File: config.mk
export PLATFORM = sky130hd
export DESIGN_NAME = key_pulse_conditioner
export DESIGN_NICKNAME = d
export VERILOG_FILES = /design/src/rtl/key_cond_pkg.sv /design/src/rtl/key_debounce_fsm.sv /design/src/rtl/key_pulse_conditioner.sv
export SDC_FILE = /design/constraint.sdc
export NUM_CORES = 1
export LEC_CHECK = 0
export CAP_MARGIN = 10
export CORE_MARGIN = 2
export CORE_UTILIZATION = 35
export CTS_CLUSTER_SIZE = 40
export DETAILED_ROUTE_END_ITERATION = 12
export GPL_TIMING_DRIVEN = 0
export MAX_ROUTING_LAYER = met4
export PLACE_DENSITY = 0.59
export SLEW_MARGIN = 10
export SYNTH_ARGS = -nofsm -noshare
export SYNTH_HDL_FRONTEND = slang
export SYNTH_SLANG_ARGS = --single-unit
File: constraint.sdc
create_clock -name clk100mhz -period 3 [get_ports clk100mhz]
set_input_delay 0.3 -clock clk100mhz [delete_from_list [all_inputs] [get_ports clk100mhz]]
set_output_delay 0.3 -clock clk100mhz [all_outputs]
set_load 0.05 [all_outputs]
File: src/rtl/key_cond_pkg.sv
// key_cond_pkg: shared definitions for the key pulse conditioner.
//   key_state_e : per-key debounce FSM state encoding
//   cnt_width() : bits needed to hold a counter whose largest value is max_count
package key_cond_pkg;

  typedef enum logic [1:0] {
    IDLE         = 2'd0,
    PRESS_WAIT   = 2'd1,
    HELD         = 2'd2,
    RELEASE_WAIT = 2'd3
  } key_state_e;

  // A counter never narrower than one bit, wide enough that max_count never wraps.
  function automatic int cnt_width(input int max_count);
    return (max_count < 1) ? 1 : $clog2(max_count + 1);
  endfunction

endpackage

File: src/rtl/key_debounce_fsm.sv
// key_debounce_fsm: debounce, press-pulse and auto-repeat for one synchronised key.
// Ports:
//   clk_i   : system clock
//   rst_ni  : asynchronous active-low reset
//   tick_i  : sample-tick strobe; the FSM only advances when it is high
//   sync_i  : synchronised raw key level
//   pulse_o : one-clock pulse per accepted press or repeat
//   level_o : debounced key level
//   state_o : current FSM state (debug)
module key_debounce_fsm
  import key_cond_pkg::*;
#(
  parameter int DEBOUNCE_TICKS = 20,
  parameter int REPEAT_DELAY   = 0,
  parameter int REPEAT_PERIOD  = 25
) (
  input  logic       clk_i,
  input  logic       rst_ni,
  input  logic       tick_i,
  input  logic       sync_i,
  output logic       pulse_o,
  output logic       level_o,
  output logic [1:0] state_o
);

  // cnt holds 1..DEBOUNCE_TICKS-1; reaching the last value on a stable tick
  // is the same as cnt+1 == DEBOUNCE_TICKS.
  localparam int CW = cnt_width(DEBOUNCE_TICKS - 1);
  localparam logic [CW-1:0] CNT_ONE  = CW'(1);
  localparam logic [CW-1:0] CNT_LAST = CW'(DEBOUNCE_TICKS - 1);

  // rep counts 0..REPEAT_DELAY-1 before the first repeat, then cycles
  // REPEAT_DELAY..REPEAT_DELAY+REPEAT_PERIOD-1, reloading on every repeat pulse
  // so it can never wrap.
  localparam int RW = cnt_width(REPEAT_DELAY + REPEAT_PERIOD - 1);
  localparam bit            REP_EN    = (REPEAT_DELAY > 0);
  localparam logic [RW-1:0] REP_ONE   = RW'(1);
  localparam logic [RW-1:0] REP_FIRST = RW'(REPEAT_DELAY - 1);
  localparam logic [RW-1:0] REP_BASE  = RW'(REPEAT_DELAY);
  localparam logic [RW-1:0] REP_LAST  = RW'(REPEAT_DELAY + REPEAT_PERIOD - 1);

  key_state_e    state_q, state_d;
  logic [CW-1:0] cnt_q, cnt_d;
  logic [RW-1:0] rep_q, rep_d;
  logic          level_q, level_d;
  logic          pulse_q, pulse_d;
  logic          press_hit, rep_hit;

  always_ff @(posedge clk_i or negedge rst_ni) begin
    if (!rst_ni) begin
      state_q <= IDLE;
      cnt_q   <= '0;
      rep_q   <= '0;
      level_q <= 1'b0;
      pulse_q <= 1'b0;
    end else begin
      state_q <= state_d;
      cnt_q   <= cnt_d;
      rep_q   <= rep_d;
      level_q <= level_d;
      pulse_q <= pulse_d;
    end
  end

  always_comb begin
    state_d   = state_q;
    cnt_d     = cnt_q;
    rep_d     = rep_q;
    level_d   = level_q;
    press_hit = 1'b0;
    rep_hit   = 1'b0;
    if (tick_i) begin
      case (state_q)
        IDLE: begin
          if (sync_i) begin
            state_d = PRESS_WAIT;
            cnt_d   = CNT_ONE;
          end
        end
        PRESS_WAIT: begin
          if (!sync_i) begin
            state_d = IDLE;
          end else if (cnt_q == CNT_LAST) begin
            state_d   = HELD;
            level_d   = 1'b1;
            press_hit = 1'b1;
            rep_d     = '0;
          end else begin
            cnt_d = cnt_q + CNT_ONE;
          end
        end
        HELD: begin
          if (!sync_i) begin
            state_d = RELEASE_WAIT;
            cnt_d   = CNT_ONE;
          end else if (REP_EN) begin
            if (rep_q == REP_FIRST || rep_q == REP_LAST) begin
              rep_d   = REP_BASE;
              rep_hit = 1'b1;
            end else begin
              rep_d = rep_q + REP_ONE;
            end
          end
        end
        RELEASE_WAIT: begin
          // A glitch back to high returns to HELD with rep untouched.
          if (sync_i) begin
            state_d = HELD;
          end else if (cnt_q == CNT_LAST) begin
            state_d = IDLE;
            level_d = 1'b0;
          end else begin
            cnt_d = cnt_q + CNT_ONE;
          end
        end
        default: state_d = IDLE;
      endcase
    end
    // Suppress a pulse directly after another so the output is never high
    // two clocks running (only reachable with very short repeat settings).
    pulse_d = (press_hit | rep_hit) & ~pulse_q;
  end

  assign pulse_o = pulse_q;
  assign level_o = level_q;
  assign state_o = state_q;

endmodule

File: src/rtl/key_pulse_conditioner.sv
// key_pulse_conditioner: synchronises, debounces and pulse-shapes raw keys.
// Ports:
//   clk100mhz : system clock
//   clr       : asynchronous active-low reset
//   key_raw   : raw, bouncy, asynchronous key levels (bit 0 = add, bit 1 = left)
//   key_pulse : one-clock pulse per accepted press or auto-repeat
//   key_level : debounced key levels
//   tick      : sample-tick strobe
//   dbg_state : per-key FSM state, two bits per key (debug)
module key_pulse_conditioner
  import key_cond_pkg::*;
#(
  parameter int N_KEYS         = 2,
  parameter int TICK_DIV       = 100000,
  parameter int DEBOUNCE_TICKS = 20,
  parameter int REPEAT_DELAY   = 0,
  parameter int REPEAT_PERIOD  = 25
) (
  input  logic                  clk100mhz,
  input  logic                  clr,
  input  logic [N_KEYS-1:0]     key_raw,
  output logic [N_KEYS-1:0]     key_pulse,
  output logic [N_KEYS-1:0]     key_level,
  output logic                  tick,
  output logic [2*N_KEYS-1:0]   dbg_state
);

  localparam int DW = cnt_width(TICK_DIV - 1);
  localparam logic [DW-1:0] DIV_ONE  = DW'(1);
  localparam logic [DW-1:0] DIV_LAST = DW'(TICK_DIV - 1);

  logic [N_KEYS-1:0] meta_q, sync_q;
  logic [DW-1:0]     div_q, div_d;
  logic              tick_q, tick_d;

  assign div_d  = (div_q == DIV_LAST) ? '0 : div_q + DIV_ONE;
  assign tick_d = (div_q == DIV_LAST);

  always_ff @(posedge clk100mhz or negedge clr) begin
    if (!clr) begin
      meta_q <= '0;
      sync_q <= '0;
      div_q  <= '0;
      tick_q <= 1'b0;
    end else begin
      meta_q <= key_raw;
      sync_q <= meta_q;
      div_q  <= div_d;
      tick_q <= tick_d;
    end
  end

  assign tick = tick_q;

  for (genvar k = 0; k < N_KEYS; k++) begin : g_key
    key_debounce_fsm #(
      .DEBOUNCE_TICKS (DEBOUNCE_TICKS),
      .REPEAT_DELAY   (REPEAT_DELAY),
      .REPEAT_PERIOD  (REPEAT_PERIOD)
    ) u_key (
      .clk_i   (clk100mhz),
      .rst_ni  (clr),
      .tick_i  (tick_q),
      .sync_i  (sync_q[k]),
      .pulse_o (key_pulse[k]),
      .level_o (key_level[k]),
      .state_o (dbg_state[2*k +: 2])
    );
  end

endmodule

==> results of run 1 <==
-- flip-flops by register name (all words and copies together), names as in the netlist, named ones only --
name / count
tick: 1
meta_q: 2
g_key.u_key.pulse_o: 2
g_key.u_key.cnt_q: 10
sync_q: 2
g_key.u_key.state_o: 2
g_key.u_key.level_o: 2
div_q: 17
-- synth_stat cells (3+ instances only) --
cell type and n:
or2_2 3, ha_1 3, nand3_1 9, buf_4 5, xor2_1 9, o21ai_0 10, nand2_1 19, dfrtp_1 40
inv_1 7, nor4_1 3, nor2_1 11, xnor2_1 6, nand4_1 7, and4_1 3, a22o_1 3
-- cell families after synthesis --
kind of cell | Yosys count | share of synthesized area, %
buffers and inverters | 14 | 4.23
XOR/XNOR | 15 | 7.05
AND/OR/NAND/NOR | 71 | 21.4
flip-flops | 40 | 53.7
multiplexers | 4 | 2.28
AO/OA/AOI/OAI | 25 | 9.27
adder cells (fa/ha/maj) | 3 | 2.01
-- metal layers --
| layer | global-route usage [%] | routed length [µm] | vias up |
|---|---|---|---|
| met5 | - | 0 | - |
| met4 | 4.36 | 36 | 0 |
| met3 | 3.65 | 113 | 7 |
| met2 | 18.4 | 1410 | 20 |
| met1 | 16.1 | 1650 | 612 |
| li1 | - | - | 643 |
-- power groups by stage --
| stage | sequential (mW) | clock [mW] | combinational (mW) |
|---|---|---|---|
| finish | 0.543 | 0.339 | 0.0202 |
| global route | 0.543 | 0.379 | 0.0236 |
| CTS | 0.543 | 0.355 | 0.0216 |
| detailed placement | 0.554 | 0 | 0.0205 |
| global placement | 0.554 | 0 | 0.0167 |
| floorplan | 0.553 | 0 | 0.00149 |
-- per-stage QoR --
step           setup WS, ps  power, mW  cells  hold WS, ps
6_report               1080      0.902    263          353
5_1_grt                1000      0.946    263          365
4_1_cts                1060      0.919    263          352
3_5_place_dp           1310      0.574    255          289
3_3_place_gp            584      0.571    254          335
2_1_floorplan          1280      0.555    172         4.41
-- final cells by class --
cell class | count | area share [%]
inverters | 7 | 1.20
clock inverters | 2 | 0.573
repair buffers | 14 | 6.99
clock buffers | 5 | 3.15
well taps | 70 | 4.01
plain buffers | 7 | 2.41
multi-input cells | 118 | 35.9
flip-flops and latches | 40 | 45.8
-- path summary, 6_finish.rpt --
path	from	end	slack [ps]	depth (start not counted)
setup / recovery	tick$_DFF_PN0_	tick	1080	1
hold / removal	meta_q[1]$_DFF_PN0_	sync_q[1]$_DFF_PN0_	350	0
setup reg to reg	div_q[0]$_DFF_PN0_	div_q[3]$_DFF_PN0_	1300	6
hold reg to reg	meta_q[1]$_DFF_PN0_	sync_q[1]$_DFF_PN0_	350	0
max in group asynchronous	clr	div_q[3]$_DFF_PN0_	2030	3
min in group asynchronous	clr	g_key[1].u_key.cnt_q[4]$_DFFE_PN0P_	500	2
==> impl_metrics.toml, run 1 <==
[clock_network]
ctsHoldBuffers = 1
cts_tree = "done"
cts_inserted_buffers = 5
cts_resized = 0
clk_pin_slew_ps = 80
clockBufferDepth = 2
htreeDepth = 2
post_cts_buffers = 0
clk_latency_ps = 290
cts_root_buf = "clkbuf_8"
clock_sinks = 40

[die]
rows = 26
dieArea_mm2 = 0.00592
die_w_um = 77.0
core_area_mm2 = 0.00511
ios = 13
die-height_um = 77.0
initial_core_util_pct = 36.5

[pwr]
power.internal_mw = 0.707
vdd_drop_max_v = 0.000194
switching_share_pct = 21.6
p_comb_share_pct = 2.2
p_leak_nw = 0.997
p_clk_share_pct = 37.5
pwr-share-seq_pct = 60.2
p_per_area_mw_per_mm2 = 413
netSwitchingPower_mw = 0.195

[final_layout]
multiInputGateArea_um2 = 783
final_common_cell = "dfrtp_1"
num_antenna_cells = 0
most-common-layout-cells = "40 x dfrtp_1, 19 x nand2_1, 11 x nor2_1, 11 x clkdlybuf4s50_1, 10 x o21ai_0"
fin_nets = 200
syn_to_final_growth_pct = 17.3
drive_gt1_share_pct = 15.0
fin_util_pct = 42.8
regArea_mm2 = 0.00100
n_fill_cell = 492
design_area_mm2 = 0.00218

[worst_setup_path]
path_delay_family = "buffers and inverters"
crit_buf_inv = 1
worst-path-max-fanout = 7
critical_path_class = "flop to output pin"
slowest_stage = "clkdlybuf4s50_1"
worstSetupEndpointType = "output pin"
max_stage_delay_ps = 850
path_cells = "clkdlybuf4s50_1"
required_ps = 2700
arrival_ps = 1620
startpoint_type = "flop"

[timing]
timing.final.crit_share_pct = 63.9
rsz0062_at_grt = "false"
fin_crit_ps = 1920
tightest_slew_ps = 496
fin_skew_ps = 5.11
timing.fmax_ghz = 0.521
hold_viol = 0
setup-tns-final_ps = 0
slew_headroom_pct = 66.8
drv_slew = 0
setup_viol = 0

[synthesis]
synth_top_cell_by_area = "dfrtp_1"
yosysUniqueCellTypes = 41
synthesis.area_mm2 = 0.00186
syn_inst = 172
synth_nets = 179
synthDominantCellAreaShare_pct = 53.7
ys_ff_latch = 40
ys_seq_area_share_pct = 53.7
ys.flop_type = "dfrtp_1"
ys_warn_count = 0
synth_area_leaders = "dfrtp_1 54%, xor2_1 4.2%, nand2_1 3.8%, xnor2_1 2.8%, o21ai_0 2.7%"
avgSynthCellArea_um2 = 10.8
synth-edff-count = 0
synthArstFlopShare_pct = 100

[detailed_routing]
viasPerCell = 4.87
drc = 0
totalWireLength_mm = 3.21
vias = 1282
wire_per_inst_um = 12.2
ant_nets = 0
drtIter0Drc = 81
first_pass_iters = 4

[global_routing]
track_usage_pct = 12.4
grt_max_degree = 23
antenna_found_initial = 0
grt_pass1_wl_mm = 5.69
grt_pass1_vias = 1238
overflow = 0

[place]
port_buffers = 12
place_hpwl_mm = 2.18
place_area_mm2 = 0.00209
routabilityCongestion = 0.734

[min_path]
hp-class = "flop to flop"

[flow_run]
maxCapViolations = 0

[run_status]
status = "complete, no violations"
Note: power is estimated with default switching activity, not from simulation.
==> inputs of run 2 (changes only) <==
PLACE_DENSITY = 0.61   (was 0.59)
clock period = 1.54 ns   (was 3 ns; I/O delays follow)
==> run 2 against run 1 <==
  * The run now ends with negative setup slack left
  * Clock-buffer cell count is 2 higher
  * Worst setup slack lost 1100 ps
  * Non-clock buffer count grew 9
==> impl_metrics.toml, run 2 (synthesis results as in run 1) <==
[run_status]
status = "finished, violations left"
violations = "negative setup slack"

[global_routing]
grt_max_degree = 25
grt_pass1_wl_mm = 6.10
track_usage_pct = 13.6
grt_pass1_vias = 1382
antenna_found_initial = 0
overflow = 0

[final_layout]
most-common-layout-cells = "35 x dfrtp_1, 18 x nand2_1, 14 x buf_4, 11 x nor2_1, 10 x o21ai_0"
multiInputGateArea_um2 = 830
fin_nets = 210
n_fill_cell = 494
regArea_mm2 = 0.00101
largest_reg_flops = 17
fin_util_pct = 45.2
num_antenna_cells = 0
drive_gt1_share_pct = 25.5
design_area_mm2 = 0.00231
largestRegisters = "div_q x17, g_key.u_key.cnt_q x10"
regMostFlops = "div_q"
syn_to_final_growth_pct = 23.8
final_common_cell = "dfrtp_1"

[place]
port_buffers = 12
place_hpwl_mm = 2.27
routabilityCongestion = 0.724
place_area_mm2 = 0.00210

[detailed_routing]
first_pass_iters = 4
drc = 0
ant_nets = 0
wire_per_inst_um = 12.3
viasPerCell = 4.87
totalWireLength_mm = 3.38
vias = 1335
drtIter0Drc = 48

[timing]
fin_crit_ps = 1540
rsz0062_at_grt = "true"
setup_slack_ps = -0.280
drv_slew = 0
setup-tns-final_ps = -0.280
slew_headroom_pct = 67.2
timing.final.crit_share_pct = 100
fin_skew_ps = 7.56
holdWs_ps = 294
tightest_slew_ps = 495
timing.fmax_ghz = 0.649
hold_viol = 0
setup_viol = 1

[flow_run]
maxCapViolations = 0

[min_path]
hp-class = "input pin to flop"
min_path_cells = 1
hp-start = "key_raw[0]"

[pwr]
p_per_area_mw_per_mm2 = 791
p_leak_nw = 1.08
vdd_drop_max_v = 0.000362

[die]
core_area_mm2 = 0.00511
die-height_um = 77.0
initial_core_util_pct = 36.5
dieArea_mm2 = 0.00592
rows = 26
ios = 13
die_w_um = 77.0

[clock_network]
clk_pin_slew_ps = 80
clock_sinks = 40
cts_tree = "done"
cts_root_buf = "clkbuf_8"
htreeDepth = 2
clk_latency_ps = 300
clockBufferDepth = 2
cts_inserted_buffers = 5

[worst_setup_path]
startpoint = "div_q[14]$_DFF_PN0_"
worstSetupEndpointType = "flop"
critPathCapture = "div_q[1]$_DFF_PN0_"
crit_buf_inv = 0
reg2reg_slack_ps = -0.3
slowest_stage = "or4_4"
startpoint_type = "flop"
reg2reg_depth = 4
reg2reg_to = "div_q[1]$_DFF_PN0_"
worstSetupPathDepth = 4
max_stage_delay_ps = 560
path_delay_family = "simple AND/OR/NAND/NOR gates"
r2r_start = "div_q[14]$_DFF_PN0_"
worst-path-max-fanout = 4
path_cells = "nand4bb_1 -> or4_4 -> nor2_4 -> nor2b_2"
required_ps = 1730
critical_path_class = "flop to flop"
arrival_ps = 1730
[run 2: cell types whose count changed in the layout (fill, tap and decap cells not counted), moves of 2 or more]
| cell | delta |
|---|---|
| nor2b_1 | -2 |
| nor2b_2 | +2 |
| dfrtp_1 | -5 |
| dfrtp_2 | +5 |
| buf_4 | +9 |
| clkdlybuf4s50_1 | -9 |
| dlygate4sd2_1 | +8 |
[run 2: per-stage QoR]
stage / power (mW) / setup WS (ps) / std cells
finish: 1.82 / -0.280 / 274
global route: 1.90 / -68.8 / 274
CTS: 1.85 / -8.05 / 267
detailed placement: 1.12 / -146 / 255
global placement: 1.11 / -828 / 254
floorplan: 1.08 / -31.2 / 172
[run 2: worst min path at each step]
stage	end	slack, ps
finish	meta_q[0]$_DFF_PN0_	290
global placement	sync_q[1]$_DFF_PN0_	340
floorplan	async pin	-140
global route	meta_q[0]$_DFF_PN0_	290
detailed placement	g_key[1].u_key.state_o[0]$_DFFE_PN0P_	120
CTS	meta_q[0]$_DFF_PN0_	290
[run 2: cell type report]
type | count | area share (%)
flip-flops and latches | 40 | 43.7
multi-input cells | 119 | 36.0
repair buffers | 23 | 9.11
well taps | 70 | 3.80
clock buffers | 7 | 3.74
plain buffers | 7 | 2.28
inverters | 7 | 1.14
clock inverters | 1 | 0.325
[run 2: what timing repair did]
action	CTS	global route
hold buffers	1	0
pin swaps	3	3
endpoints found under the hold margin	16	0
resized for setup	13	5
cloned	1	0
buffers inserted	2	7
setup endpoints to repair	20	16
[run 2: power breakdown]
| part | total [mW] | internal [mW] | switching (mW) | leakage (nW) |
|---|---|---|---|---|
| clock | 0.727 | 0.364 | 0.363 | 0.0445 |
| sequential | 1.06 | 1.05 | 0.00313 | 0.528 |
| combinational | 0.0396 | 0.0154 | 0.0242 | 0.512 |
[run 2: worst register-to-register path: cells and delay by family, from the launching register on]
kind	cells	cell delay, ps
flip-flops	1	410
AND/OR/NAND/NOR	4	1020
[run 2: metal layers]
layer | part of all wire (%) | track usage [%] | wire, µm
met4 | 2.6 | 8.18 | 89
met2 | 47 | 20.7 | 1590
met3 | 2.7 | 3.53 | 90
met1 | 48 | 16.1 | 1610
met5 | 0 | - | 0
